==> src/rtl/ycbcr_pkg.sv <==
// ycbcr_pkg: shared constants and types for the RGB888 to YCbCr stage.
// BT.601 full-range coefficients scaled by 256.
package ycbcr_pkg;

  localparam int PIPE_LAT = 3;

  localparam logic [7:0] K_YR  = 8'd77;
  localparam logic [7:0] K_YG  = 8'd150;
  localparam logic [7:0] K_YB  = 8'd29;
  localparam logic [7:0] K_CBR = 8'd43;
  localparam logic [7:0] K_CBG = 8'd85;
  localparam logic [7:0] K_CBB = 8'd128;
  localparam logic [7:0] K_CRR = 8'd128;
  localparam logic [7:0] K_CRG = 8'd107;
  localparam logic [7:0] K_CRB = 8'd21;

  localparam logic [16:0] C_OFS     = 17'd32768;
  localparam logic [7:0]  C_NEUTRAL = 8'd128;

  typedef struct packed {
    logic vsync;
    logic href;
    logic clken;
  } sync_t;

endpackage

==> src/rtl/sync_delay.sv <==
// sync_delay: parameterised shift register for frame sync alignment.
// Exposes every tap so callers can look one stage ahead of the output.
module sync_delay #(
  parameter int W     = 3,
  parameter int DEPTH = 3
) (
  input  logic                      clk,
  input  logic                      rst,
  input  logic [W-1:0]              d,
  output logic [DEPTH-1:0][W-1:0]   taps
);

  always_ff @(posedge clk) begin
    if (rst) begin
      taps <= '0;
    end else begin
      taps[0] <= d;
      for (int i = 1; i < DEPTH; i++) begin
        taps[i] <= taps[i-1];
      end
    end
  end

endmodule

==> src/rtl/rgb888_to_ycbcr.sv <==
// rgb888_to_ycbcr: RGB888 -> BT.601 full-range YCbCr, 3-clk pipeline.
// Define YCBCR_CHROMA_EN for the Cb/Cr path; otherwise chroma is 128.
module rgb888_to_ycbcr
  import ycbcr_pkg::*;
#(
  parameter int IMG_HDISP = 640,
  parameter int IMG_VDISP = 480
) (
  input  logic        clk,
  input  logic        rst,
  input  logic        per_frame_vsync,
  input  logic        per_frame_href,
  input  logic        per_frame_clken,
  input  logic [7:0]  per_img_red,
  input  logic [7:0]  per_img_green,
  input  logic [7:0]  per_img_blue,
  output logic        post_frame_vsync,
  output logic        post_frame_href,
  output logic        post_frame_clken,
  output logic [7:0]  post_img_Y,
  output logic [7:0]  post_img_Cb,
  output logic [7:0]  post_img_Cr,
  output logic [10:0] post_x,
  output logic [10:0] post_y
);

  localparam logic [10:0] X_MAX = 11'(IMG_HDISP - 1);
  localparam logic [10:0] Y_MAX = 11'(IMG_VDISP - 1);

  logic [15:0] p_yr, p_yg, p_yb;
  logic [16:0] s_y;

  always_ff @(posedge clk) begin
    if (rst) begin
      p_yr       <= '0;
      p_yg       <= '0;
      p_yb       <= '0;
      s_y        <= '0;
      post_img_Y <= '0;
    end else begin
      p_yr       <= 16'(per_img_red)   * 16'(K_YR);
      p_yg       <= 16'(per_img_green) * 16'(K_YG);
      p_yb       <= 16'(per_img_blue)  * 16'(K_YB);
      s_y        <= 17'(p_yr) + 17'(p_yg) + 17'(p_yb);
      post_img_Y <= s_y[15:8];
    end
  end

`ifdef YCBCR_CHROMA_EN
  logic [15:0] p_cbr, p_cbg, p_cbb;
  logic [15:0] p_crr, p_crg, p_crb;
  logic [16:0] s_cb, s_cr;

  // Offset added before subtracting keeps every partial sum non-negative.
  always_ff @(posedge clk) begin
    if (rst) begin
      p_cbr       <= '0;
      p_cbg       <= '0;
      p_cbb       <= '0;
      p_crr       <= '0;
      p_crg       <= '0;
      p_crb       <= '0;
      s_cb        <= '0;
      s_cr        <= '0;
      post_img_Cb <= '0;
      post_img_Cr <= '0;
    end else begin
      p_cbr       <= 16'(per_img_red)   * 16'(K_CBR);
      p_cbg       <= 16'(per_img_green) * 16'(K_CBG);
      p_cbb       <= 16'(per_img_blue)  * 16'(K_CBB);
      p_crr       <= 16'(per_img_red)   * 16'(K_CRR);
      p_crg       <= 16'(per_img_green) * 16'(K_CRG);
      p_crb       <= 16'(per_img_blue)  * 16'(K_CRB);
      s_cb        <= 17'(p_cbb) + C_OFS
                   - 17'(p_cbr) - 17'(p_cbg);
      s_cr        <= 17'(p_crr) + C_OFS
                   - 17'(p_crg) - 17'(p_crb);
      post_img_Cb <= s_cb[15:8];
      post_img_Cr <= s_cr[15:8];
    end
  end

  logic unused_chroma;
  assign unused_chroma = ^{s_cb[16], s_cb[7:0],
                           s_cr[16], s_cr[7:0]};
`else
  assign post_img_Cb = C_NEUTRAL;
  assign post_img_Cr = C_NEUTRAL;
`endif

  logic [PIPE_LAT-1:0][2:0] taps;
  sync_t in_sync, cur, nxt;

  assign in_sync = '{vsync: per_frame_vsync,
                     href:  per_frame_href,
                     clken: per_frame_clken};

  sync_delay #(
    .W     (3),
    .DEPTH (PIPE_LAT)
  ) u_sync (
    .clk  (clk),
    .rst  (rst),
    .d    (in_sync),
    .taps (taps)
  );

  assign cur = taps[PIPE_LAT-1];
  assign nxt = taps[PIPE_LAT-2];

  assign post_frame_vsync = cur.vsync;
  assign post_frame_href  = cur.href;
  assign post_frame_clken = cur.clken;

  // Counters look one tap ahead so they clear in step with the syncs.
  always_ff @(posedge clk) begin
    if (rst) begin
      post_x <= '0;
    end else if (!nxt.href) begin
      post_x <= '0;
    end else if (cur.href && cur.clken && post_x < X_MAX) begin
      post_x <= post_x + 11'd1;
    end
  end

  always_ff @(posedge clk) begin
    if (rst) begin
      post_y <= '0;
    end else if (!nxt.vsync) begin
      post_y <= '0;
    end else if (cur.href && !nxt.href && post_y < Y_MAX) begin
      post_y <= post_y + 11'd1;
    end
  end

  logic unused_bits;
  assign unused_bits = ^{s_y[16], s_y[7:0], taps[0]};

endmodule

==> config.mk <==
export PLATFORM = sky130hd
export DESIGN_NAME = rgb888_to_ycbcr
export DESIGN_NICKNAME = d
export VERILOG_FILES = /design/src/rtl/ycbcr_pkg.sv /design/src/rtl/sync_delay.sv /design/src/rtl/rgb888_to_ycbcr.sv
export SDC_FILE = /design/constraint.sdc
export NUM_CORES = 1
export LEC_CHECK = 0
export ABC_CLOCK_PERIOD_IN_PS = 3200
export BUFFER_PORTS_ARGS = -buffer_cell sky130_fd_sc_hd__buf_2
export CORE_UTILIZATION = 30
export CTS_CLUSTER_DIAMETER = 200
export DETAILED_ROUTE_END_ITERATION = 12
export HOLD_SLACK_MARGIN = 0.05
export PLACE_DENSITY = 0.47
export SLEW_MARGIN = 5
export SYNTH_ARGS = -nofsm -noshare
export SYNTH_HDL_FRONTEND = slang
export SYNTH_HIERARCHICAL = 1
export SYNTH_SLANG_ARGS = --single-unit
==> constraint.sdc <==
create_clock -name clk -period 3.2 [get_ports clk]
set_clock_uncertainty 0.15 [all_clocks]
set_input_delay 0.32 -clock clk [delete_from_list [all_inputs] [get_ports clk]]
set_output_delay 0.32 -clock clk [all_outputs]
set_load 0.02 [all_outputs]
==> impl_summary.md <==
CTS
The clock tree from TritonCTS is yes. Counting the buffers created by CTS gives 9. The maximum level of the CTS H-tree is 3. Hold repair after CTS inserted 0 buffers. The clock passes through at most 2 buffers. The clock insertion delay at the later pin of the skew report is 0.34 ns. Clock-pin slew was measured on the worst setup and hold paths at 0.07 ns.

CTS placed an instance of clkbuf_16 at the clock tree root. The tree built by TritonCTS fans out to 90 sinks.

Global routing
The initial antenna violation count came to 0. The total congestion overflow after global routing is 0. The wire length of the first global-routing pass is 21200 um.

The via count of the first global-routing pass is 4697. The maximum number of pins on one net before global-route repair is 43. Across every metal layer, demand over resource in global routing totals 12.2%.

Detailed routing
Dividing the detail-routed wire length by the instance count gives 11.6 um. For this block, the initial DRC count from the detailed router was 131. The detailed-routing iteration count for the pre-antenna-repair pass is 4. The total vias in the final route is 4642. The mean number of vias per cell is 4.44. The number of design rule violations left after detail routing is 0. The post-detailed-routing wire length is 12100 um. The antenna violation net count after detailed routing is 0.

Synth
In the synthesized netlist the dominant register cell turns out to be dfxtp_1. After synthesis, the largest area contributor takes up 28.8% of total cell area. Synthesis produced 646 cells. Of the synthesized area, sequential elements account for 28.8%. In this run the cell area of the synthesized design comes to 6250 um2.

The post-synthesis sequential element count is 90. The yosys synthesis warning count is 6. The number of different library cells used by synthesis comes to 52. The average footprint of a synthesized cell is 9.68 um2. The synthesized design spends more area on one cell type than any other, namely dfxtp_1. In the post-synthesis netlist, the biggest area contributors are dfxtp_1, ha_1, fa_1, inv_1, nor2_1. In this run, synthesis inferred 0 flip-flops with an integrated enable.

Counting flops with an async set or reset pin after synthesis yields a share of 0%.

Critical path
The internal reg-to-reg setup slack is 0.33 ns. Counting both buffers and inverters, the worst setup path holds a total of 3. The critical path goes through buf_2 > ha_4 > ha_1 > inv_1 > fa_1 > fa_1 > inv_2 > ha_4 > o21a_1 > a211oi_2 > o31ai_2 > and2_4 > o31a_1. The worst reg2reg path depth is 10.

In this run the critical register-to-register path is launched from p_yr[3]. The capture instance of the worst register-to-register path is s_y[11]. The sort of element at the end of the critical path is a flip-flop. The worst setup path is launched from a primary input. The critical path is of the in2reg type. The cell at the slowest stage of the critical path is fa_1. In this design, the largest share of critical-path delay is due to adder cells. In this design, the stage delay of the slowest critical-path cell is 0.52 ns. The logic depth of the worst setup path including buffers is 13. For the worst setup path, the data required time is 3.28 ns.

In this run the worst setup path terminates at p_yg[15]. The highest fanout seen on the critical path is 3. The most critical setup path has its startpoint at per_img_green[4]. At the worst endpoint, the arrival time is 3.18 ns.

STA
Measured against its own limit, the worst slew margin works out to 62.7%. The final worst slack is 0.100 ns. Setup repair after global routing could not meet its margin everywhere. At the pin with the least slew margin, the transition time is 0.552 ns. Final hold analysis gives a worst-case slack of 0.0711 ns. The upper clock frequency limit is 323 MHz. The hold violation count in the final report is 0.

Setup violations remaining at the end of the flow were counted as 0. The count of pins over their slew limit is 0. The final critical path time including I/O delays and setup is 3.10 ns. Summed over all failing endpoints, the final setup total negative slack is 0 ns. Dividing the final minimum period by the clock period gives 96.9%.

Die
The core region is 20400 um2. The die covers 21400 um2. The x dimension of the die is 146 um. The count of boundary I/O pins is 78. After floorplanning, the core was divided into 52 placement rows. The floorplan die height is 146 um. The initial utilization of the core area, before any placement, comes to 30.7%.

Finish
Of the cells placed in the final design, the portion with a size suffix greater than 1 is 21.8%. Relative to the synthesized area, the layout overhead comes to 24.5%. The commonest non-fill, non-tap cell in the layout is ha_1. The number of fill cells is 2024. The final layout contains 952 nets. In the layout the commonest cells are ha_1, dfxtp_1, inv_1, buf_2, buf_4.

The number of antenna diodes in the final layout is 0.

Pwr
The design draws 0.00503 W. The worst ir drop on vdd is 0.271 mV. The static leakage is 3.80 nW.

In this run the power density over the cells is 646 nW/um2.

Hold path
The worst hold path belongs to the class in2reg.

Placed design
Prior to clock tree synthesis, the placed netlist has a worst setup slack of -0.403 ns. During placement, the flow inserted port buffers numbering 61. The final RePlAce weighted congestion is 0.831. The total half-perimeter wirelength after legalization and detailed placement is 10200 um.

Status
The run finished with clean final reports.

Run
Max-cap violations in this run came to 0.
-- synthesized netlist by cell type, drive strengths merged (5+ instances only) --
| cell | number |
|---|---|
| a211oi | 8 |
| a21o | 10 |
| a21oi | 21 |
| a31oi | 5 |
| and3 | 6 |
| buf | 17 |
| clkbuf | 5 |
| dfxtp | 90 |
| fa | 38 |
| ha | 115 |
| inv | 78 |
| nand2 | 18 |
| nand3 | 17 |
| nand4 | 7 |
| nor2 | 60 |
| nor2b | 33 |
| nor3 | 10 |
| o21a | 7 |
| o21ai | 18 |
| xnor2 | 15 |
| xor2 | 22 |
-- logic make-up (layout without fill, tap and decap cells) --
group | count (synthesis) | in the layout | share of synthesized area [%]
XOR/XNOR | 37 | 37 | 5.18
flip-flops | 90 | 90 | 28.8
buffers and inverters | 100 | 215 | 6.96
other | 2 | 16 | 0.120
multiplexers | 2 | 2 | 0.340
adder cells (fa/ha/maj) | 153 | 153 | 35.2
AND/OR/NAND/NOR | 172 | 172 | 13.7
AO/OA/AOI/OAI | 90 | 90 | 9.68
-- per-layer routing --
layer / vias up / track usage (%) / part of all wire (%)
li1: 2395 / - / -
met1: 2172 / 15.4 / 48
met2: 66 / 20.9 / 48
met3: 9 / 2.59 / 3.0
met4: 0 / 3.23 / 0.91
met5: - / 0 / 0
-- per-stage QoR --
step                std cells  instance area, um2  utilization (%)
floorplan                 660                6400                -
global placement         1027                7340             36.0
detailed placement       1027                7340             36.0
CTS                      1044                7690             37.8
global route             1045                7790             38.2
finish                   1045                7790             38.2
-- flip-flops by register name, summed over array words and instances (netlist names) --
signal       flops
s_y              8
u_sync/taps      9
p_yg            15
post_img_Y       8
post_y          11
p_yb            13
post_x          11
p_yr            15
-- where the power goes --
part           total (W)  switching [W]  internal [W]
Sequential       0.00142      0.0000922       0.00133
Combinational    0.00239        0.00123       0.00116
Clock            0.00122       0.000430      0.000787
Total            0.00503        0.00175       0.00327
-- worst reg2reg max path, cell delays in order, from the launching register on --
cell and delay (ns):
dfxtp_1 0.34, inv_1 0.07, fa_1 0.53, inv_1 0.05, ha_1 0.28, o21a_1 0.17
o2bb2ai_1 0.29, nor3_2 0.14, or2_0 0.27, or3_1 0.31, and3_1 0.18
-- area by class of cell --
cell class / instances / area (um2) / area share (%)
repair buffers: 121 / 766 / 9.83
clock buffers: 10 / 239 / 3.07
multi-input cells: 470 / 4240 / 54.4
inverters: 78 / 293 / 3.76
flip-flops and latches: 90 / 1800 / 23.1
clock inverters: 6 / 113 / 1.45
well taps: 270 / 338 / 4.34
-- timing repair --
item                                    4_1_cts  5_1_grt
endpoints found under the setup margin        1       10
gates resized for setup                       0       21
buffers inserted                              1        1
pin swaps                                     3       11
-- how the worst min path moves through the flow --
stage | cells after the start | end | from | slack, ns
after floorplan | 1 | u_sync/taps[0] | rst | 0.24
after global placement | 1 | u_sync/taps[5] | u_sync/taps[2] | 0.27
after detailed placement | 1 | post_img_Y[7] | s_y[15] | 0.27
after CTS | 2 | u_sync/taps[2] | per_frame_vsync | 0.06
after global routing | 2 | u_sync/taps[2] | per_frame_vsync | 0.09
final | 2 | u_sync/taps[2] | per_frame_vsync | 0.07
Power figures use the tool's default switching activity.
